## config.mk

```make
export PLATFORM = sky130hd
export DESIGN_NAME = fetch_request_unit_flat
export DESIGN_NICKNAME = d
export VERILOG_FILES = /design/src/rtl/cpu_types_pkg.sv /design/src/rtl/fetch_request_unit_if.sv /design/src/rtl/next_pc_calc.sv /design/src/rtl/fetch_request_unit.sv /design/src/flat_wrapper.sv
export SDC_FILE = /design/constraint.sdc
export NUM_CORES = 1
export LEC_CHECK = 0
export CORE_AREA = 2 2 158 114
export DETAILED_ROUTE_END_ITERATION = 16
export DIE_AREA = 0 0 160 116
export HOLD_SLACK_MARGIN = 0.12
export PLACE_DENSITY = 0.81
export SETUP_SLACK_MARGIN = 0.05
export SYNTH_ARGS = -nofsm -noshare
export SYNTH_HDL_FRONTEND = slang
export SYNTH_HIERARCHICAL = 1
export SYNTH_SLANG_ARGS = --single-unit
```

## constraint.sdc

```tcl
create_clock -name CLK -period 5.15 [get_ports CLK]
set_input_delay 0.515 -clock CLK [delete_from_list [all_inputs] [get_ports CLK]]
set_output_delay 0.515 -clock CLK [all_outputs]
set_load 0.01 [all_outputs]
```

## src/rtl/cpu_types_pkg.sv

```systemverilog
// Shared types for the single-cycle MIPS core front end.
// Holds the datapath word type, the PC-source select encoding and the
// fetch/request sequencer states.
package cpu_types_pkg;

    typedef logic [31:0] word_t;

    // Matches the control unit's PCSrc encoding.
    typedef enum logic [1:0] {
        PC_SEQ = 2'd0,
        PC_BR  = 2'd1,
        PC_J   = 2'd2,
        PC_JR  = 2'd3
    } pcsrc_t;

    typedef enum logic [1:0] {
        FETCH  = 2'd0,
        EXEC   = 2'd1,
        DATA   = 2'd2,
        HALTED = 2'd3
    } fru_state_t;

    localparam word_t PC_STEP = 32'd4;

endpackage

```

## src/rtl/fetch_request_unit_if.sv

```systemverilog
// Bundle between the fetch/request unit and its memory + control-unit peers.
// master: the fetch_request_unit side (drives requests, pc, instr, commit).
// slave : memory / control unit / datapath side (drives hits, loads, decode).
interface fetch_request_unit_if;
    import cpu_types_pkg::*;

    // memory side
    logic   ihit;
    logic   dhit;
    word_t  imemload;
    word_t  dmemload;
    logic   imemREN;
    word_t  imemaddr;
    logic   dmemREN;
    logic   dmemWEN;

    // control unit / datapath side
    pcsrc_t pcsrc;
    logic   cu_dren;
    logic   cu_dwen;
    logic   cu_halt;
    logic   branch_taken;
    word_t  rs_data;
    word_t  pc;
    word_t  npc;
    word_t  instr;
    word_t  load_data;
    logic   commit;
    logic   halt;

    modport master (
        input  ihit, dhit, imemload, dmemload,
        input  pcsrc, cu_dren, cu_dwen, cu_halt, branch_taken, rs_data,
        output imemREN, imemaddr, dmemREN, dmemWEN,
        output pc, npc, instr, load_data, commit, halt
    );

    modport slave (
        output ihit, dhit, imemload, dmemload,
        output pcsrc, cu_dren, cu_dwen, cu_halt, branch_taken, rs_data,
        input  imemREN, imemaddr, dmemREN, dmemWEN,
        input  pc, npc, instr, load_data, commit, halt
    );

endinterface

```

## src/rtl/next_pc_calc.sv

```systemverilog
// Next-PC selection: sequential, branch, jump or jump-register target.
// Latency: purely combinational.
// Backpressure: none; the caller decides when next_pc is committed.
// Ports: pc, instr, pcsrc, branch_taken, rs_data in; next_pc out.
module next_pc_calc
    import cpu_types_pkg::*;
(
    input  word_t  pc,
    input  word_t  instr,
    input  pcsrc_t pcsrc,
    input  logic   branch_taken,
    input  word_t  rs_data,
    output word_t  next_pc
);

    word_t seq_pc;
    word_t br_off;

    assign seq_pc = pc + PC_STEP;
    // Sign-extended word offset converted to a byte offset.
    assign br_off = {{14{instr[15]}}, instr[15:0], 2'b00};

    always_comb begin
        next_pc = seq_pc;
        case (pcsrc)
            PC_SEQ:  next_pc = seq_pc;
            PC_BR:   next_pc = branch_taken ? (seq_pc + br_off) : seq_pc;
            // Jump region comes from pc+4, not pc.
            PC_J:    next_pc = {seq_pc[31:28], instr[25:0], 2'b00};
            PC_JR:   next_pc = {rs_data[31:2], 2'b00};
            default: next_pc = seq_pc;
        endcase
    end

    // Opcode field and the low jr bits are intentionally not used here.
    logic unused_bits;
    assign unused_bits = ^{instr[31:26], rs_data[1:0]};

endmodule

```

## src/rtl/fetch_request_unit.sv

```systemverilog
// Multi-cycle front end: holds PC, fetches, sequences imem/dmem requests, commits next PC.
// Latency: 1 cycle past ihit for ALU/branch/jump; 1 cycle plus dhit wait for loads/stores.
// Backpressure: waits indefinitely on ihit (FETCH) and dhit (DATA); requests never overlap.
// Ports: CLK, nRST (async active-low), bus (fetch_request_unit_if.master).
// Optional FRU_PERF_CNT_EN adds cycle_cnt (non-halted cycles) and retire_cnt (commits).
module fetch_request_unit
    import cpu_types_pkg::*;
#(
    parameter word_t PC_INIT = 32'h0000_0000,
    parameter int    WORD_W  = 32
) (
    input  logic CLK,
    input  logic nRST,
    fetch_request_unit_if.master bus
`ifdef FRU_PERF_CNT_EN
    ,
    output word_t cycle_cnt,
    output word_t retire_cnt
`endif
);

    fru_state_t       state, state_nxt;
    logic [WORD_W-1:0] pc_q;
    word_t            instr_q;
    word_t            load_q;
    logic             halt_q;
    word_t            next_pc;

    logic imem_ren, dmem_ren, dmem_wen, commit_c;
    logic pc_ld, instr_ld, load_ld, halt_set;

    next_pc_calc u_next_pc (
        .pc           (pc_q),
        .instr        (instr_q),
        .pcsrc        (bus.pcsrc),
        .branch_taken (bus.branch_taken),
        .rs_data      (bus.rs_data),
        .next_pc      (next_pc)
    );

    always_ff @(posedge CLK or negedge nRST) begin
        if (!nRST) begin
            state   <= FETCH;
            pc_q    <= PC_INIT;
            instr_q <= '0;
            load_q  <= '0;
            halt_q  <= 1'b0;
        end else begin
            state <= state_nxt;
            if (pc_ld)    pc_q    <= next_pc;
            if (instr_ld) instr_q <= bus.imemload;
            if (load_ld)  load_q  <= bus.dmemload;
            if (halt_set) halt_q  <= 1'b1;
        end
    end

    always_comb begin
        state_nxt = state;
        imem_ren  = 1'b0;
        dmem_ren  = 1'b0;
        dmem_wen  = 1'b0;
        commit_c  = 1'b0;
        pc_ld     = 1'b0;
        instr_ld  = 1'b0;
        load_ld   = 1'b0;
        halt_set  = 1'b0;
        case (state)
            FETCH: begin
                imem_ren = 1'b1;
                if (bus.ihit) begin
                    instr_ld  = 1'b1;
                    state_nxt = EXEC;
                end
            end
            // Decode cycle: no requests so the control unit sees a stable instr.
            EXEC: begin
                if (bus.cu_halt) begin
                    halt_set  = 1'b1;
                    state_nxt = HALTED;
                end else if (bus.cu_dren || bus.cu_dwen) begin
                    state_nxt = DATA;
                end else begin
                    commit_c  = 1'b1;
                    pc_ld     = 1'b1;
                    state_nxt = FETCH;
                end
            end
            DATA: begin
                // A write takes priority over a read if decode asserts both.
                dmem_wen = bus.cu_dwen;
                dmem_ren = bus.cu_dren && !bus.cu_dwen;
                if (bus.dhit) begin
                    load_ld   = 1'b1;
                    commit_c  = 1'b1;
                    pc_ld     = 1'b1;
                    state_nxt = FETCH;
                end
            end
            HALTED: state_nxt = HALTED;
            default: state_nxt = FETCH;
        endcase
    end

    assign bus.imemREN   = imem_ren;
    assign bus.imemaddr  = pc_q;
    assign bus.dmemREN   = dmem_ren;
    assign bus.dmemWEN   = dmem_wen;
    assign bus.pc        = pc_q;
    assign bus.npc       = pc_q + PC_STEP;
    assign bus.instr     = instr_q;
    assign bus.load_data = load_q;
    assign bus.commit    = commit_c;
    assign bus.halt      = halt_q;

`ifdef FRU_PERF_CNT_EN
    always_ff @(posedge CLK or negedge nRST) begin
        if (!nRST) begin
            cycle_cnt  <= '0;
            retire_cnt <= '0;
        end else begin
            if (state != HALTED) cycle_cnt  <= cycle_cnt + 32'd1;
            if (commit_c)        retire_cnt <= retire_cnt + 32'd1;
        end
    end
`endif

endmodule

```

## src/flat_wrapper.sv

```systemverilog
// flat-port wrapper written by rule: the top's interface ports become plain ports
module fetch_request_unit_flat import cpu_types_pkg::*;
#(
    parameter word_t PC_INIT = 32'h0000_0000,
    parameter int    WORD_W  = 32
)
  (CLK, nRST, bus_ihit, bus_dhit, bus_imemload, bus_dmemload, bus_pcsrc, bus_cu_dren, bus_cu_dwen, bus_cu_halt, bus_branch_taken, bus_rs_data, bus_imemREN, bus_imemaddr, bus_dmemREN, bus_dmemWEN, bus_pc, bus_npc, bus_instr, bus_load_data, bus_commit, bus_halt);
  fetch_request_unit_if bus_i ();
  input  logic CLK;
  input  logic nRST;
  input wire logic [$bits(bus_i.ihit)-1:0] bus_ihit;
  input wire logic [$bits(bus_i.dhit)-1:0] bus_dhit;
  input wire logic [$bits(bus_i.imemload)-1:0] bus_imemload;
  input wire logic [$bits(bus_i.dmemload)-1:0] bus_dmemload;
  input wire logic [$bits(bus_i.pcsrc)-1:0] bus_pcsrc;
  input wire logic [$bits(bus_i.cu_dren)-1:0] bus_cu_dren;
  input wire logic [$bits(bus_i.cu_dwen)-1:0] bus_cu_dwen;
  input wire logic [$bits(bus_i.cu_halt)-1:0] bus_cu_halt;
  input wire logic [$bits(bus_i.branch_taken)-1:0] bus_branch_taken;
  input wire logic [$bits(bus_i.rs_data)-1:0] bus_rs_data;
  output wire logic [$bits(bus_i.imemREN)-1:0] bus_imemREN;
  output wire logic [$bits(bus_i.imemaddr)-1:0] bus_imemaddr;
  output wire logic [$bits(bus_i.dmemREN)-1:0] bus_dmemREN;
  output wire logic [$bits(bus_i.dmemWEN)-1:0] bus_dmemWEN;
  output wire logic [$bits(bus_i.pc)-1:0] bus_pc;
  output wire logic [$bits(bus_i.npc)-1:0] bus_npc;
  output wire logic [$bits(bus_i.instr)-1:0] bus_instr;
  output wire logic [$bits(bus_i.load_data)-1:0] bus_load_data;
  output wire logic [$bits(bus_i.commit)-1:0] bus_commit;
  output wire logic [$bits(bus_i.halt)-1:0] bus_halt;
  assign bus_i.ihit = bus_ihit;
  assign bus_i.dhit = bus_dhit;
  assign bus_i.imemload = bus_imemload;
  assign bus_i.dmemload = bus_dmemload;
  assign bus_i.pcsrc = bus_pcsrc;
  assign bus_i.cu_dren = bus_cu_dren;
  assign bus_i.cu_dwen = bus_cu_dwen;
  assign bus_i.cu_halt = bus_cu_halt;
  assign bus_i.branch_taken = bus_branch_taken;
  assign bus_i.rs_data = bus_rs_data;
  assign bus_imemREN = bus_i.imemREN;
  assign bus_imemaddr = bus_i.imemaddr;
  assign bus_dmemREN = bus_i.dmemREN;
  assign bus_dmemWEN = bus_i.dmemWEN;
  assign bus_pc = bus_i.pc;
  assign bus_npc = bus_i.npc;
  assign bus_instr = bus_i.instr;
  assign bus_load_data = bus_i.load_data;
  assign bus_commit = bus_i.commit;
  assign bus_halt = bus_i.halt;
  fetch_request_unit #(.PC_INIT(PC_INIT), .WORD_W(WORD_W)) u_core (.CLK(CLK), .nRST(nRST), .bus(bus_i));
endmodule
```

==> out/metrics.yaml, run 1 <==
syn_area_mm2: 0.00784
setup.worst_path.end_class: "flip-flop"
gp_congestion: 1.01
worst_pin_slew_ns: 0.817
grtUsageTotal_pct: 25.9
die-area_mm2: 0.0186
drt-initial-drc-count: 948
antenna_found_initial: 0
cp_cell_sequence: "nand4_1, nor4_4, and3_2, xor2_2, ha_1, nand2_1, o21ai_0, nor2b_1, o31ai_1, o211ai_1, and4_1, nor3_1, nor3b_2, mux2_2"
n_antenna_cell: 0
setup_tns_ns: 0
placementRows: 40
skew_ns: 0.00711
rsz0062_at_grt: "no"
clkLatencyLatePin_ns: 0.35
drt_pre_antenna_iters: 6
path_clk_slew_ns: 0.07
finalCritPeriodShare_pct: 85.4
clock.fmax_mhz: 227
clock-root-buffer: "clkbuf_16"
grt_pass1_wl_um: 37500
drc_errors: 0
ys_seq_area_share_pct: 31.6
die_h_um: 116
grt_pass1_vias: 6778
synth_seq_cells: 99
crit_arrival_ns: 4.63
synth.distinct_cells: 78
drive_gt1_share_pct: 15.5
n_fill_cell: 1406
ff2ff_path_depth: 14
cp_num_buf_inv: 0
gr-total-overflow: 0
slowest_delay_ns: 0.63
crit_cells: 14
routed.top_layer: "met4"
synthFlopType: "dfrtp_1"
cts_buffer_depth: 2
p_total_mw: 7.19
period_minus_slack_ns: 4.40
drtAntennaViolNets: 0
initial_core_util_pct: 46.4
syn_nets: 960
vdd_drop_max_mv: 0.355
htreeDepth: 3
p_leak_nw: 4.48
synth_most_common_cell: "mux2_2"
status: "finished, final reports clean"
yosysTopAreaCellShare_pct: 31.6
cts_buffers: 9
postCtsHoldBufs: 0
syn_avg_cell_area_um2: 9.63
startpoint_type: "flip-flop"
yosysWarnings: 6
powerDensity_mw_per_mm2: 667
final_area_mm2: 0.0108
post_cts_buffers: 0
synth_common_cells: "mux2_2, dfrtp_1, nor2_1, nand2_1, a21oi_1"
wl_per_cell_um: 19.4
drv_cap: 0
max_slew_margin_pct: 45.5
numPortBuffers: 268
synth-edff-count: 0
worstSetupPathType: "reg2reg"
vias_per_cell: 5.71
cts.repair.resized: 0
vias: 7299
synthArstFlopShare_pct: 100
cts_sinks: 99
wl_met1_um: 10700
critPathTopFamily: "simple AND/OR/NAND/NOR gates"
finalSetupViolCount: 0
cp.required_ns: 5.38
report.final.slew_viol_count: 0
critical_path.slowest_cell: "dfrtp_1"
grt_max_degree: 59
area_growth_pct: 37.6
fp.dieW_um: 160
synth.area.top_cells: "dfrtp_1, mux2_2, ha_1, xnor2_1, buf_4"
wl_met2_um: 11000
dp_hpwl_um: 19400
cts_tree: "done"
synthesis.instances: 814
placed_area_mm2: 0.0105
met3_length_um: 2690
core-area_mm2: 0.0169
whs_ns: 0.143
nNetsFinal: 1190
wirelength_um: 24800
holdCritPathClass: "in2async"
post-synth-top-area-cell: "dfrtp_1"
cp_max_fo: 12
finalHoldViolations: 0
num_io_pins: 271
## worst register-to-register path: cells and delay by family, from the launching register on
kind,cells,cell delay (ns)
compound gates,3,0.87
xor+xnor,1,0.11
fa+ha+maj,1,0.56
flops,1,0.63
mux,1,0.27
simple gates,8,1.84
## state kept, by name, summed over array words and instances (netlist names)
name	cells
u_core/bus.load_data	32
u_core/state	2
u_core/bus.halt	1
u_core/bus.imemaddr	32
u_core/bus.instr	32
## metal layers
metal  vias up  GRT usage [%]
met5         -              0
met4         0           7.93
met3        41           8.05
met2       425           39.3
met1      3464           35.6
li1       3369              -
## path summary, 6_finish.rpt
check / start / end / slack (ns)
worst max-delay path: u_core/bus.imemaddr[6] / u_core/bus.imemaddr[31] / 0.75
worst min-delay path: nRST / u_core/bus.load_data[13] / 0.14
worst max register to register: u_core/bus.imemaddr[6] / u_core/bus.imemaddr[31] / 0.75
worst min register to register: u_core/bus.halt / u_core/bus.halt / 0.48
max in group asynchronous: nRST / u_core/bus.instr[23] / 3.83
min in group CLK: u_core/bus.halt / u_core/bus.halt / 0.48
## cells in the final DEF (no fill, tap or decap), drive strengths merged, types with 3 or more instances in the layout
cell / count
nand4: 15
mux2i: 7
and3: 19
nor2: 61
inv: 30
o21ai: 37
nand3: 35
a221oi: 3
and2: 5
o22ai: 4
xor2: 24
clkbuf: 10
o221ai: 6
nor2b: 8
clkdlybuf4s50: 267
mux4: 6
buf: 12
and4: 7
a211oi: 5
nor3: 7
o211ai: 5
o21bai: 9
o31ai: 5
or3: 4
nand2: 56
dfrtp: 99
a22oi: 6
ha: 39
clkinvlp: 3
clkinv: 3
o21a: 3
xnor2: 49
a21oi: 51
a31oi: 4
nor4: 6
a21o: 12
nand2b: 3
mux2: 100
## power breakdown
| part | leakage, nW | switching (mW) | internal, mW | total (mW) |
|---|---|---|---|---|
| Sequential | 1.19 | 0.604 | 1.15 | 1.75 |
| Combinational | 3.17 | 2.30 | 2.50 | 4.80 |
| Clock | 0.127 | 0.298 | 0.339 | 0.637 |
| Total | 4.48 | 3.20 | 3.99 | 7.19 |
## stage by stage
stage / util [%] / cells / setup slack [ns]
2_1_floorplan: - / 814 / 1.50
3_3_place_gp: 62.1 / 1264 / 1.03
3_5_place_dp: 62.1 / 1264 / 0.940
4_1_cts: 63.8 / 1279 / 0.877
5_1_grt: 63.8 / 1279 / 0.509
6_report: 63.8 / 1279 / 0.753
## layout make-up
type	count	area [um2]	share of cell area, %
clock buffers	10	239	2.21
flip-flops and latches	99	2480	23.0
clock inverters	5	40.0	0.371
multi-input cells	624	4870	45.1
inverters	31	116	1.08
well taps	231	289	2.68
repair buffers	279	2760	25.6
## cells by family (layout without fill, tap and decap cells)
group	Yosys count	count (layout)	share of synthesized area [%]
fa+ha+maj	40	40	6.48
mux	113	113	17.0
simple gates	232	232	15.9
buf+inv	91	325	6.45
xor+xnor	73	73	8.35
flops	99	99	31.6
compound gates	166	166	14.2
(Power assumes the default switching activity.)
==> inputs of run 2 (changes only) <==
--- a/config.mk
+++ b/config.mk
@@ -8,7 +8,7 @@
 export CORE_AREA = 2 2 158 114
 export DETAILED_ROUTE_END_ITERATION = 16
 export DIE_AREA = 0 0 160 116
-export HOLD_SLACK_MARGIN = 0.12
+export HOLD_SLACK_MARGIN = 0.08
 export PLACE_DENSITY = 0.81
 export SETUP_SLACK_MARGIN = 0.05
 export SYNTH_ARGS = -nofsm -noshare
==> results of run 2 <==
The final DEF is identical to that of run 1; final timing and power are the same.
==> inputs of run 3 (changes only) <==
--- a/config.mk
+++ b/config.mk
@@ -6,6 +6,7 @@
 export NUM_CORES = 1
 export LEC_CHECK = 0
 export CORE_AREA = 2 2 158 114
+export CTS_CLUSTER_SIZE = 20
 export DETAILED_ROUTE_END_ITERATION = 16
 export DIE_AREA = 0 0 160 116
 export HOLD_SLACK_MARGIN = 0.08
==> results of run 3 <==
The final DEF is identical to that of run 1; final timing and power are the same.
